--- config.mk ---
export PLATFORM = sky130hd
export DESIGN_NAME = rf_exec_unit
export DESIGN_NICKNAME = d
export VERILOG_FILES = /design/src/rtl/rf_exec_pkg.sv /design/src/rtl/rf_shift_add_mul.sv /design/src/rtl/rf_exec_unit.sv
export SDC_FILE = /design/constraint.sdc
export NUM_CORES = 1
export LEC_CHECK = 0
export CORE_MARGIN = 2
export CORE_UTILIZATION = 45
export DETAILED_ROUTE_END_ITERATION = 10
export GPL_ROUTABILITY_DRIVEN = 0
export GPL_TIMING_DRIVEN = 1
export SYNTH_ARGS = -nofsm -noshare
export SYNTH_HDL_FRONTEND = slang
export SYNTH_SLANG_ARGS = --single-unit
--- constraint.sdc ---
create_clock -name clk -period 3.7 [get_ports clk]
set_input_delay 0.37 -clock clk [delete_from_list [all_inputs] [get_ports clk]]
set_output_delay 0.37 -clock clk [all_outputs]
set_load 0.05 [all_outputs]
--- src/rtl/rf_exec_pkg.sv ---
// Shared constants and enums for the register-file execute/writeback unit.
//   DATA_W / ADDR_W : register width and register address width
//   op_e            : instruction opcodes
//   state_e         : sequencer FSM states
package rf_exec_pkg;
  localparam int DATA_W = 16;
  localparam int ADDR_W = 4;

  typedef enum logic [2:0] {
    OP_ADD = 3'd0,
    OP_SUB = 3'd1,
    OP_AND = 3'd2,
    OP_OR  = 3'd3,
    OP_XOR = 3'd4,
    OP_SLL = 3'd5,
    OP_MUL = 3'd6,
    OP_MOV = 3'd7
  } op_e;

  typedef enum logic [2:0] {
    S_IDLE = 3'd0,
    S_READ = 3'd1,
    S_EXEC = 3'd2,
    S_MUL  = 3'd3,
    S_WB   = 3'd4
  } state_e;
endpackage

--- src/rtl/rf_shift_add_mul.sv ---
// Iterative unsigned shift-add multiplier, one multiplier bit per cycle.
//   i_start : pulse; operands i_a/i_b are sampled and bit 0 is processed
//             on the same edge
//   o_busy  : high while bits 1..DATA_W-1 are being processed
//   o_prod  : 2*DATA_W product, valid once o_busy falls after a start
// Folding bit 0 into the start edge makes o_busy span DATA_W-1 cycles,
// so the caller sees o_busy low exactly DATA_W cycles after start.
module rf_shift_add_mul
  import rf_exec_pkg::*;
(
  input  logic                clk,
  input  logic                rst_n,
  input  logic                i_start,
  input  logic [DATA_W-1:0]   i_a,
  input  logic [DATA_W-1:0]   i_b,
  output logic                o_busy,
  output logic [2*DATA_W-1:0] o_prod
);
  logic [2*DATA_W-1:0] r_acc;
  logic [2*DATA_W-1:0] r_mcand;
  logic [DATA_W-1:0]   r_mplier;
  logic [3:0]          r_cnt;
  logic                r_busy;

  always_ff @(posedge clk or negedge rst_n) begin
    if (!rst_n) begin
      r_acc    <= '0;
      r_mcand  <= '0;
      r_mplier <= '0;
      r_cnt    <= '0;
      r_busy   <= 1'b0;
    end else if (i_start) begin
      r_acc    <= i_a[0] ? {{DATA_W{1'b0}}, i_b} : '0;
      r_mcand  <= {{(DATA_W-1){1'b0}}, i_b, 1'b0};
      r_mplier <= i_a >> 1;
      r_cnt    <= 4'd1;
      r_busy   <= 1'b1;
    end else if (r_busy) begin
      if (r_mplier[0]) r_acc <= r_acc + r_mcand;
      r_mcand  <= r_mcand << 1;
      r_mplier <= r_mplier >> 1;
      r_cnt    <= r_cnt + 4'd1;
      if (r_cnt == 4'd15) r_busy <= 1'b0;
    end
  end

  assign o_busy = r_busy;
  assign o_prod = r_acc;
endmodule

--- src/rtl/rf_exec_unit.sv ---
// Execute/writeback sequencer around a 16x16 2R1W register file.
//   instr_*       : valid/ready instruction input (op, rd, rs1, rs2)
//   rf_rd_addr1/2 : read addresses (latched rs1/rs2); rf_rd_data1/2 return
//   rf_wr_*       : single write-back per instruction, in the WB cycle
//   done          : one-cycle pulse alongside rf_wr_en
//   flag_zero/carry : status of the last completed instruction
// Sequence: IDLE -> READ -> EXEC -> [MUL x16] -> WB -> IDLE.
module rf_exec_unit
  import rf_exec_pkg::*;
(
  input  logic              clk,
  input  logic              rst_n,
  input  logic              instr_valid,
  output logic              instr_ready,
  input  logic [2:0]        instr_op,
  input  logic [ADDR_W-1:0] instr_rd,
  input  logic [ADDR_W-1:0] instr_rs1,
  input  logic [ADDR_W-1:0] instr_rs2,
  output logic [ADDR_W-1:0] rf_rd_addr1,
  output logic [ADDR_W-1:0] rf_rd_addr2,
  input  logic [DATA_W-1:0] rf_rd_data1,
  input  logic [DATA_W-1:0] rf_rd_data2,
  output logic              rf_wr_en,
  output logic [ADDR_W-1:0] rf_wr_addr,
  output logic [DATA_W-1:0] rf_wr_data,
  output logic              done,
  output logic              flag_zero,
  output logic              flag_carry
);
  state_e              r_state, w_next;
  op_e                 r_op;
  logic [ADDR_W-1:0]   r_rd, r_rs1, r_rs2;
  logic [DATA_W-1:0]   r_opa, r_opb, r_result;
  logic                r_carry, r_fz, r_fc;

  logic                w_mul_start, w_mul_busy;
  logic [2*DATA_W-1:0] w_prod;
  logic [DATA_W:0]     w_sum, w_diff;
  logic [DATA_W-1:0]   w_alu_res;
  logic                w_alu_carry;

  always_ff @(posedge clk or negedge rst_n) begin
    if (!rst_n) r_state <= S_IDLE;
    else        r_state <= w_next;
  end

  always_comb begin
    w_next      = r_state;
    w_mul_start = 1'b0;
    case (r_state)
      S_IDLE: if (instr_valid) w_next = S_READ;
      S_READ: w_next = S_EXEC;
      S_EXEC: begin
        if (r_op == OP_MUL) begin
          w_next      = S_MUL;
          w_mul_start = 1'b1;
        end else begin
          w_next = S_WB;
        end
      end
      S_MUL:  if (!w_mul_busy) w_next = S_WB;
      S_WB:   w_next = S_IDLE;
      default: w_next = S_IDLE;
    endcase
  end

  // Single-cycle ALU; bit DATA_W of the widened difference is the borrow.
  assign w_sum  = {1'b0, r_opa} + {1'b0, r_opb};
  assign w_diff = {1'b0, r_opa} - {1'b0, r_opb};

  always_comb begin
    w_alu_res   = r_opa;
    w_alu_carry = 1'b0;
    case (r_op)
      OP_ADD: begin w_alu_res = w_sum[DATA_W-1:0];  w_alu_carry = w_sum[DATA_W];  end
      OP_SUB: begin w_alu_res = w_diff[DATA_W-1:0]; w_alu_carry = w_diff[DATA_W]; end
      OP_AND: w_alu_res = r_opa & r_opb;
      OP_OR:  w_alu_res = r_opa | r_opb;
      OP_XOR: w_alu_res = r_opa ^ r_opb;
      OP_SLL: w_alu_res = r_opa << r_opb[3:0];
      default: w_alu_res = r_opa;
    endcase
  end

  rf_shift_add_mul u_mul (
    .clk     (clk),
    .rst_n   (rst_n),
    .i_start (w_mul_start),
    .i_a     (r_opa),
    .i_b     (r_opb),
    .o_busy  (w_mul_busy),
    .o_prod  (w_prod)
  );

  always_ff @(posedge clk or negedge rst_n) begin
    if (!rst_n) begin
      r_op     <= OP_ADD;
      r_rd     <= '0;
      r_rs1    <= '0;
      r_rs2    <= '0;
      r_opa    <= '0;
      r_opb    <= '0;
      r_result <= '0;
      r_carry  <= 1'b0;
      r_fz     <= 1'b0;
      r_fc     <= 1'b0;
    end else begin
      case (r_state)
        S_IDLE: if (instr_valid) begin
          r_op  <= op_e'(instr_op);
          r_rd  <= instr_rd;
          r_rs1 <= instr_rs1;
          r_rs2 <= instr_rs2;
        end
        S_READ: begin
          r_opa <= rf_rd_data1;
          r_opb <= rf_rd_data2;
        end
        S_EXEC: if (r_op != OP_MUL) begin
          r_result <= w_alu_res;
          r_carry  <= w_alu_carry;
        end
        S_MUL: if (!w_mul_busy) begin
          r_result <= w_prod[DATA_W-1:0];
          r_carry  <= |w_prod[2*DATA_W-1:DATA_W];
        end
        S_WB: begin
          r_fz <= (r_result == '0);
          r_fc <= r_carry;
        end
        default: ;
      endcase
    end
  end

  assign instr_ready = (r_state == S_IDLE);
  assign rf_rd_addr1 = r_rs1;
  assign rf_rd_addr2 = r_rs2;
  assign rf_wr_en    = (r_state == S_WB);
  assign done        = (r_state == S_WB);
  assign rf_wr_addr  = r_rd;
  assign rf_wr_data  = r_result;
  assign flag_zero   = r_fz;
  assign flag_carry  = r_fc;
endmodule

Word level (Yosys, flattened, before mapping)
Index checks and enable logic that the tools add are counted.
{"block": "word_totals", "register_bits": 154, "input_bits": 50, "output_inout_bits": 33}
{"block": "classes", "add_sub_neg": 4, "eq_ne": 15, "shifts": 1, "n_mux": 27, "bitwise": 3, "reduce_logical": 11}
{"cell": "two-way mux 32 bit", "n": 5}
{"cell": "one-hot mux 16 bit (6 select lines)", "n": 1}
{"cell": "two-way mux 16 bit", "n": 5}
{"cell": "adder 32 bit", "n": 1}
{"cell": "one-hot mux 16 bit (2 select lines)", "n": 1}
{"cell": "adder 16 x 16 -> 17 bit", "n": 1}
{"cell": "subtractor 16 x 16 -> 17 bit", "n": 1}
{"cell": "AND 16 bit", "n": 1}
{"cell": "logical NOT 16 bit", "n": 1}
{"cell": "OR 16 bit", "n": 1}
{"cell": "OR reduction 16 bit", "n": 1}
{"cell": "left shift 16 x 4 -> 16 bit", "n": 1}
{"cell": "XOR 16 bit", "n": 1}
{"cell": "equality test 3 x 2 -> 1 bit, second input constant", "n": 4}
{"cell": "equality test 3 bit, second input constant", "n": 4}
{"cell": "one-hot mux 3 bit (4 select lines)", "n": 1}
{"cell": "two-way mux 3 bit", "n": 3}
{"cell": "two-way mux 4 bit", "n": 2}
{"cell": "two-way mux 1 bit", "n": 7}
{"cell": "equality test 3 x 1 -> 1 bit, second input constant", "n": 2}
{"cell": "logical NOT 3 bit", "n": 2}
{"cell": "inequality test 2 bit, second input constant", "n": 3}
{"cell": "AND reduction 2 bit", "n": 3}
{"cell": "nonzero test 2 bit", "n": 3}
{"cell": "other kinds (5)", "n": 6}

Logic depth before layout (Yosys ltp)
{"block": "depth", "word_depth": 5, "depth_mapped": 14}

Cells and area by module
From an unflattened synthesis, not the netlist that was laid out.
{"block": "hier_totals", "hier_cells": 1314, "area_unflattened_um2": 11293.3}
{"module": "rf_exec_unit", "n_inst": 1, "cells_each": 755, "area_each_um2": 6157.2, "seq_area_each_um2": 1726.7}
{"module": "rf_shift_add_mul", "n_inst": 1, "cells_each": 559, "area_each_um2": 5136.2, "seq_area_each_um2": 2077.0}

Worst setup path after synthesis
No wires, ideal clock.
{"block": "synth_path", "path_type": "reg2reg", "startpoint": "register r_opb[2]", "endpoint": "register r_result[13] (netlist: rf_wr_data[13])", "setup_time_ns": 0.126, "arrival_time_ns": 3.104, "setup_slack_ns": 0.470, "path_stages_with_launch": 15, "period_less_slack_ns": 3.230, "cell_sequence": "dfrtp_1 -> clkbuf_1 -> inv_1 -> buf_1 -> ha_1 -> buf_4 -> o21ai_0 -> o21bai_1 -> o31a_1 -> a221o_1 -> a22oi_1 -> a22oi_1 -> xnor2_1 -> a221oi_1 -> nor2_1"}
{"block": "synth_between", "elab_chain_cells": 4, "word_cells_on_any_way": 6, "classes_between": "add/sub: 2; shift: 1; mux: 3"}
{"item": "start: declaration", "line_no": "rf_exec_unit.sv:33", "text": "logic [DATA_W-1:0] r_opa, r_opb, r_result;"}
{"item": "start signal: assignment", "line_no": "rf_exec_unit.sv:117", "text": "r_opb <= rf_rd_data2;"}
{"item": "subtractor 16 x 16 -> 17 bit, or another cell as far along", "line_no": "rf_exec_unit.sv:69", "text": "assign w_diff = {1'b0, r_opa} - {1'b0, r_opb};"}
{"item": "one-hot mux 16 bit (6 select lines) *", "line_no": "rf_exec_unit.sv:74", "text": "case (r_op)"}
{"item": "two-way mux 16 bit *", "line_no": "rf_exec_unit.sv:119", "text": "S_EXEC: if (r_op != OP_MUL) begin"}
{"item": "one-hot mux 16 bit (2 select lines) *", "line_no": "rf_exec_unit.sv:108", "text": "case (r_state)"}
{"item": "end signal: assignment", "line_no": "rf_exec_unit.sv:120", "text": "r_result <= w_alu_res;"}
{"item": "end signal: assignment", "line_no": "rf_exec_unit.sv:124", "text": "r_result <= w_prod[DATA_W-1:0];"}
{"item": "end: declaration", "line_no": "rf_exec_unit.sv:33"}
Mark *: on every way between the ends. The rest lies on a longest branch, timed or not. The select of a mux whose other input is x is not followed.
A chain may end at the register's enable or synchronous reset.

Final worst setup path
{"block": "layout_path", "startpoint": "register r_opa[0]", "endpoint": "register r_result[12] (netlist: rf_wr_data[12])"}
{"block": "layout_between", "elab_chain_cells": 4, "word_cells_on_any_way": 6, "classes_between": "add/sub: 2; shift: 1; mux: 3"}
{"item": "start: declaration", "line_no": "rf_exec_unit.sv:33"}
{"item": "start signal: assignment", "line_no": "rf_exec_unit.sv:116", "text": "r_opa <= rf_rd_data1;"}
{"item": "subtractor 16 x 16 -> 17 bit, or another cell as far along", "line_no": "rf_exec_unit.sv:69"}
{"item": "one-hot mux 16 bit (6 select lines) *", "line_no": "rf_exec_unit.sv:74"}
{"item": "two-way mux 16 bit *", "line_no": "rf_exec_unit.sv:119"}
{"item": "one-hot mux 16 bit (2 select lines) *", "line_no": "rf_exec_unit.sv:108"}
Marked as above.

==> results.cfg <==
[cts]
cts.sinks = 152
cts_buffer_depth = 2
cts_tree = done
cts_resized = 0
clk_latency_ns = 0.44
cts_root_buffer = clkbuf_16
clk_pin_slew_ns = 0.07
numCtsBuffers = 17
cts_htree_levels = 4

[finish]
drive_above_1_share = 0.0806
mostFrequentLayoutCells = 153 x nand2_1, 151 x dfrtp_1, 131 x a21oi_1
fin_nets = 1501
syn_to_final_growth_pct = 16.5
final_common_cell = nand2_1
num_antenna_cells = 0
final_area_um2 = 13000
fillers = 2297
multi_input_area_um2 = 6740
seq_area_um2 = 3800
stdcell_count = 1701

[timing]
rsz0062_at_grt = false
setup_tns_ns = 0
period_share = 0.918
fin_worst_skew_ns = 0.0202
setup_viol = 0
whs_ns = 0.429
period_needed_ns = 3.40
worst_slew_pin_slew_ns = 0.805
max_freq_mhz = 294
slew_viol_final = 0
final_hold_viol_count = 0
slew_headroom = 0.463

[global_route]
antenna_found_initial = 0
grt_pass1_wl_mm = 54.2
grt_usage = 0.267
grt_max_degree = 68
grt_pass1_vias = 9810
grt-ovfl-total = 0

[routing]
viasPerCell = 5.98
wirelength_mm = 34.1
post_drt_wl_per_cell_um = 20.1
vias = 10166
drt_iter0_drc = 791
dr.pass1.iters = 6
antenna_left = 0
drc = 0

[logic_synthesis]
muxShareOfSynthArea = 0.0871
synth_flop_cell = dfrtp_1
avgSynthCellArea_um2 = 8.46
postSynth.asyncResetShare = 1.00
synthAdderAreaFrac = 0.0987
synth-compound-area-share = 0.242
synth_xor_area_frac = 0.0212
yosys-top-cells-area = dfrtp_1 34%, ha_1 9.3%, a21oi_1 5.9%
synth.distinct_cells = 72
synth_top_area_share = 0.342
synthSimpleGateAreaFrac = 0.154
synth_top_area_cell = dfrtp_1
synth_edf_count = 0
yosysSeqAreaShare = 0.342
synth_top_family_by_area = compound AO/OA/AOI/OAI gates
synth-seq-cells = 152
synthesis.area_um2 = 11100
synth_cells = 1315
synth_fp_nets = 1451
ys.warnings.count = 0

[setup_path]
cp_cell_sequence = buf_4, ha_1, inv_1, fa_1, nor2b_1, o2111ai_1, a21oi_1, o221ai_1, and2_1, a221o_1, a211oi_1, o21ai_0, o21a_1
crit_arrival_ns = 3.72
reg2reg_to = rf_wr_data[12]
critPathMaxFanout = 19
crit_slowest_cell = fa_1
critPathKind = flip-flop to flip-flop
rr_worst_depth = 13
r2r_slack_ns = 0.30
r2r_start = r_opa[0]
cp-start-kind = flip-flop
endpoint_kind = flip-flop
crit_required_ns = 4.02
slowest_delay_ns = 0.41

[die]
coreArea_um2 = 24300
die_w_um = 161
die_area_um2 = 26000
die_h_um = 161
num_rows = 57
initial_core_util = 0.458
io_pins = 83

[placement]
portBuffers = 82
post_dp_cell_area_um2 = 12300
dp_cells = 1669
hpwl_mm = 25.0

[flow_run]
cap_violations = 0

[min_path]
holdCritPathClass = input pin to asynchronous set/reset pin

[pwr]
ir_drop_mv = 0.488
pwr_density_cell_nw_per_um2 = 1030
power_mw = 13.3
power_leakage_nw = 5.66

[outcome]
outcome = complete, no violations
power by group:
group          switching [mW]  internal, mW  leakage (nW)
clock                   0.796          1.16         0.306
combinational            4.94          3.10          3.39
sequential              0.962          2.35          1.96
total                    6.70          6.61          5.66
critical path, delay by kind of cell, from the launching register on:
kind | cells | cell delay (ns)
compound gates | 7 | 1.43
fa+ha+maj | 2 | 0.68
simple gates | 2 | 0.47
buf+inv | 2 | 0.37
flops | 1 | 0.34
how the worst max path moves through the flow:
| stage | startpoint | to | slack, ns | cells past startpoint |
|---|---|---|---|---|
| after global placement | r_opb[0] | r_carry | 0.51 | 12 |
| after CTS | r_opa[0] | rf_wr_data[12] | 0.37 | 13 |
| after floorplan | r_opb[2] | rf_wr_data[13] | 0.47 | 14 |
| after detailed placement | r_opa[0] | rf_wr_data[12] | 0.38 | 13 |
| after global routing | r_opa[0] | rf_wr_data[12] | 0.13 | 13 |
| final | r_opa[0] | rf_wr_data[12] | 0.30 | 13 |
kinds of logic (layout without fill, tap and decap cells):
logic type / Yosys count / after routing
multiplexers: 87 / 87
AO/OA/AOI/OAI: 429 / 429
adder cells (fa/ha/maj): 86 / 86
XOR/XNOR: 27 / 27
AND/OR/NAND/NOR: 375 / 375
flip-flops: 152 / 152
buffers and inverters: 159 / 221
layout make-up:
cell class | count | area share
clock buffer | 19 | 0.0342
clock inverter | 12 | 0.0148
inverter | 72 | 0.0208
multi-input combinational | 1004 | 0.520
sequential | 152 | 0.294
tap | 324 | 0.0313
timing repair buffer | 118 | 0.0854
synth_stat cells (11+ instances only):
library cell,instances
nor2b_1,16
nand2b_1,11
o211ai_1,11
nor3_1,35
a31oi_1,15
a211oi_1,11
mux2i_1,62
dfrtp_1,152
a21o_1,14
nor2_1,81
clkbuf_1,70
nand3_1,20
mux2_2,18
nand2_1,153
a22oi_1,18
o21ai_0,125
o221ai_1,13
xnor2_1,17
a21oi_1,131
nand4_1,14
inv_1,71
ha_1,83
nor4_1,12
state kept, by name (all words and copies together) (netlist names), 4 cells and up:
| signal | flops |
|---|---|
| u_mul.r_mcand | 31 |
| rf_wr_addr | 4 |
| u_mul.r_cnt | 4 |
| u_mul.o_prod | 32 |
| rf_rd_addr2 | 4 |
| rf_wr_data | 16 |
| r_opb | 16 |
| r_opa | 16 |
| u_mul.r_mplier | 15 |
| rf_rd_addr1 | 4 |
timing repair:
item | 4_1_cts | 5_1_grt
hold buffers | 1 | 0
hold endpoints to repair | 44 | 0
buffers inserted | 0 | 0
per-stage QoR:
| stage | worst slack (ns) | utilization |
|---|---|---|
| 4_1_cts | 0.370 | 0.533 |
| 5_1_grt | 0.125 | 0.533 |
| 3_5_place_dp | 0.384 | 0.507 |
| 2_1_floorplan | 0.470 | - |
| 3_3_place_gp | 0.506 | 0.507 |
| 6_report | 0.302 | 0.533 |
routing by layer:
layer  global-route usage  vias up  part of all wire
li1                     -     4846                 -
met1                0.370     4910              0.45
met2                0.429      356              0.47
met3               0.0424       54             0.059
met4               0.0852        0             0.024
met5                    0        -                 0
No activity file was read; power rests on OpenSTA's default activity.
==> edit 1, RTL diff (config.mk and constraints unchanged) <==
The 5 states of `state_e` get a one-hot encoding in 5 bits.
--- a/src/rtl/rf_exec_pkg.sv
+++ b/src/rtl/rf_exec_pkg.sv
@@ -18,10 +18,10 @@
   } op_e;
 
-  typedef enum logic [2:0] {
-    S_IDLE = 3'd0,
-    S_READ = 3'd1,
-    S_EXEC = 3'd2,
-    S_MUL  = 3'd3,
-    S_WB   = 3'd4
+  typedef enum logic [4:0] {
+    S_IDLE = 5'b00001,
+    S_READ = 5'b00010,
+    S_EXEC = 5'b00100,
+    S_MUL  = 5'b01000,
+    S_WB   = 5'b10000
   } state_e;
 endpackage
Formal check against the unedited RTL: no difference found for any inputs over 10 cycles, from zero or initial values and one cycle with rst_n low; not proved beyond that.
==> edit 1 against the original RTL <==
Sequential share of layout area up 1.1 points; design area down 2.2%; area after synthesis down 2.4%; hold slack better by 0.026 ns; routed wire length up 1.5%; total power down 14%; die area down 2.3%; non-clock buffer count down 2; sequential cell count up 2; core utilization up 0.41 points; sequential power down 13%; synthesized cell count down 0.68%; worst setup slack better by 0.075 ns; first-iteration DRC count up 10%; largest power group unchanged; highest routed layer unchanged.
==> edit 1: results (changes against the original RTL) <==
stage	metric	value	unit	change
drt	met2 wire length	15920	um	about the same
timing	Clock Skew	0.01505	ns	-0.005137 ns
grt	GR Util met2	0.4338		+0.004805
grt	largest net degree at the start of global routing	99		+46%
finish	Seq/total area	0.3040		+0.01053
synth	mux cell area share after synthesis	0.06839		-0.01873
timing	Least-Margin Pin Slew	0.8773	ns	+0.07194 ns
status	status	complete, no violations		
drt	DR WL/cell	20.42	um	+1.7%
finish	inverter count	61		-15%
finish	share of post-route cells with drive strength above 1	0.06028		-0.02033
synth	post-synth cell types	68		-5.6%
finish	multi-input gates	1014		+1.0%
floorplan	DIE AREA	0.02541	mm2	-2.3%
grt	first-pass GRT wire length	55230	um	+1.8%
finish	nets	1500		-0.067%
grt	vias in the first global route	9599		-2.2%
worst_setup_path	R2R depth	12		-1
synth	sequential share of the synthesized area	0.3547		+0.01298
grt	initial antenna violation count	1		+1
finish	ANT cells	1		+1
finish	fill count	2240		-2.5%
synth	Synth area leaders	dfrtp_1, ha_1, nand2_1		
pwr	VDD IR max	0.0005509	V	+13%
drt	vias per std cell	5.898		-1.3%
worst_setup_path	CP max stage delay	0.47	ns	+0.06 ns
placed_design	hpwl dp	25080	um	+0.13%
pwr	Lkg Pwr	0.005684	uW	+0.41%
worst_setup_path	Worst Path Max Fanout	5		-14
## edit 1: changes by cell type after synthesis, moves of 6 or more
cell,before,now
o221ai_1,13,3
nand2_1,153,201
nor2b_1,16,8
nand3_1,20,28
mux2_2,18,4
nor3_1,35,26
nor2_1,81,90
a21oi_1,131,114
a22oi_1,18,11
clkbuf_1,70,62
inv_1,71,59
xor2_1,10,16
o21ai_0,125,150
nand4_1,14,7
## edit 1: repair_timing
action	in CTS	in global routing
buffers inserted	0	0
hold buffers	1	0
hold endpoints to repair	31	0
endpoints found under the setup margin	0	0
## edit 1: worst paths after layout
kind	slack, ns	start	to
setup / recovery	0.38	u_mul.o_prod[1]$_DFFE_PN0P_	u_mul.o_prod[31]$_DFFE_PN0P_
hold / removal	0.45	instr_rd[1]	rf_wr_addr[1]$_DFFE_PN0P_
setup reg to reg	0.38	u_mul.o_prod[1]$_DFFE_PN0P_	u_mul.o_prod[31]$_DFFE_PN0P_
hold reg to reg	0.48	rf_wr_addr[0]$_DFFE_PN0P_	rf_wr_addr[0]$_DFFE_PN0P_
max in group asynchronous	2.29	rst_n	rf_wr_data[6]$_DFFE_PN0P_
min in group asynchronous	0.50	rst_n	u_mul.o_prod[28]$_DFFE_PN0P_
## edit 1: power by group
part / switching (uW) / internal (uW) / total (uW)
logic: 4230 / 2480 / 6710
registers: 688 / 2200 / 2890
clock network: 828 / 1090 / 1920
total: 5750 / 5770 / 11500
## edit 1: metrics by stage
step / hold slack, ns / setup slack (ns) / instances
after global placement: 0.4348 / 0.5095 / 1663
after global routing: 0.4492 / 0.2216 / 1696
final: 0.4546 / 0.3774 / 1697
after CTS: 0.4513 / 0.4291 / 1696
after floorplan: 0.07441 / 0.4338 / 1306
after detailed placement: 0.4391 / 0.4620 / 1663
==> edit 2, RTL diff (config.mk and constraints unchanged) <==
Without the edit above. The package constant `ADDR_W` goes from 4 to 5.
--- a/src/rtl/rf_exec_pkg.sv
+++ b/src/rtl/rf_exec_pkg.sv
@@ -5,5 +5,5 @@
 package rf_exec_pkg;
   localparam int DATA_W = 16;
-  localparam int ADDR_W = 4;
+  localparam int ADDR_W = 5;
 
   typedef enum logic [2:0] {
Ports: changed (6 resized); port bits go from 83 to 89. The function was not compared with the original's and may differ.
==> edit 2 against the original RTL <==
Sequential power up 2%; non-clock buffer count up 5; area after synthesis about the same; first-iteration DRC count up 19%; clock skew down 0.0057 ns; worst setup slack better by 0.26 ns; design area down 0.22%; total power up 1.5%; combinational power up 3.9%; routed wire length up 5.8%; sequential cell count up 3.
==> edit 2: results (changes against the original RTL) <==
stage	metric	value	unit	change
synth	Synth Net Count	1419		-2.2%
status	status	complete, no violations		
worst_setup_path	Worst EP arrival	3.49	ns	-0.23 ns
drt	DRT Pass-1 Iters	5		-1
timing	Clock Skew	0.01446	ns	-0.005733 ns
drt	vias per std cell	6.074		+1.6%
drt	Initial DRC Count	938		+19%
grt	gr usage total	0.2832		+0.01653
worst_setup_path	CP max stage delay	0.41	ns	about the same
placed_design	hpwl dp	26540	um	+6.0%
synth	top cells by count, synth	dfrtp_1, nand2_1, o21ai_0, a21oi_1, nor2_1		
finish	fill count	2246		-2.2%
min_path	HP Class	input pin to async pin		
pwr	Lkg Pwr	0.005783	uW	+2.2%
timing	minimum clock period	3.139	ns	-0.2591 ns
worst_setup_path	CP endpoint	rf_wr_data[14]$_DFFE_PN0P_		
placed_design	dpl ws	0.6137	ns	+0.2301 ns
synth	sequential share of the synthesized area	0.3482		+0.006432
finish	ANT cells	0		unchanged
worst_setup_path	critical path's top delay family	compound AO/OA/AOI/OAI gates		
synth	post-synth cell types	81		+13%
placed_design	IO Port Bufs	88		+7.3%
clock_tree	clock transition at the registers of the reported paths	0.08	ns	
worst_setup_path	Slowest-stage cell, CP	dfrtp_1		
grt	vias in the first global route	9624		-1.9%
grt	largest net degree at the start of global routing	94		+38%
drt	DR WL/cell	21.60	um	+7.6%
worst_setup_path	Critical Path Start	r_opa[0]$_DFFE_PN0P_		
finish	Largest register FFs	32		unchanged
synth	Syn Area/Cell	8.703	um2	+2.8%
clock_tree	post_cts resized	0		unchanged
placed_design	placed cell count	1640		-1.7%
worst_setup_path	Worst R2R Setup Slack	0.56	ns	+0.26 ns
pwr	VDD IR max	0.0004448	V	-8.9%
finish	share of post-route cells with drive strength above 1	0.08680		+0.006185
worst_setup_path	Worst Path Max Fanout	4		-15
clock_tree	Num CTS Buffers	17		unchanged
synth	Synth area leaders	dfrtp_1, ha_1, o21ai_0		
clock_tree	H-tree levels	4		unchanged
grt	first-pass GRT wire length	56880	um	+4.9%
timing	Least-Margin Pin Slew	0.9379	ns	+0.1326 ns
clock_tree	root buf cell	clkbuf_16		
clock_tree	later-pin clock latency in the skew report	0.44	ns	about the same
synth	async set-reset flop share out of synthesis	1.000		unchanged
finish	nets	1474		-1.8%
clock_tree	cts hold-fix bufs	0		-1
grt	initial antenna violation count	0		unchanged
finish	Cell Count, Final, Fillers Out	1672		-1.7%
==> edit 2: final cells by class <==
cell class,instances,area (um2),share of cell area
multi-input cells,981,6693,0.5174
flip-flops and latches,155,3880,0.3000
repair buffers,123,1157,0.08948
clock buffers,18,439.2,0.03395
well taps,324,405.4,0.03134
inverters,57,214.0,0.01654
clock inverters,14,146.4,0.01132
==> edit 2: cell families (layout without fill, tap and decap cells) <==
| logic type | count (synthesis) | count (layout) | share of synthesized area |
|---|---|---|---|
| adder cells (fa/ha/maj) | 86 | 86 | 0.09862 |
| AND/OR/NAND/NOR | 354 | 354 | 0.1465 |
| flip-flops | 155 | 155 | 0.3482 |
| buffers and inverters | 144 | 212 | 0.05189 |
| XOR/XNOR | 33 | 33 | 0.02595 |
| multiplexers | 86 | 86 | 0.08930 |
| AO/OA/AOI/OAI | 422 | 422 | 0.2396 |
==> edit 2: worst register-to-register path, delay by kind of cell, from the launching register on <==
family | cells | cell delay (ns)
compound gates | 6 | 1.41
fa+ha+maj | 2 | 0.59
flops | 1 | 0.41
buf+inv | 2 | 0.18
simple gates | 3 | 0.44
==> edit 2: stage by stage <==
step / cell area [um2] / hold slack [ns]
final: 12930 / 0.006294
after detailed placement: 12350 / 0.4664
after global routing: 12930 / 0.09419
after global placement: 12350 / 0.4599
after CTS: 12930 / 0.04660
after floorplan: 11140 / 0.07441
==> edit 2: power by group <==
group,internal [uW],switching (uW),total [uW]
clock,973,829,1800
sequential,2420,934,3360
combinational,3200,5160,8360
==> edit 2: per-layer routing <==
layer	wire, um	track usage	vias up	share of wire
met4	1598	0.1274	0	0.044
met2	16460	0.4419	416	0.46
met3	2208	0.04032	81	0.061
li1	-	-	4737	-
met1	15850	0.3917	4922	0.44
met5	0	0	-	0
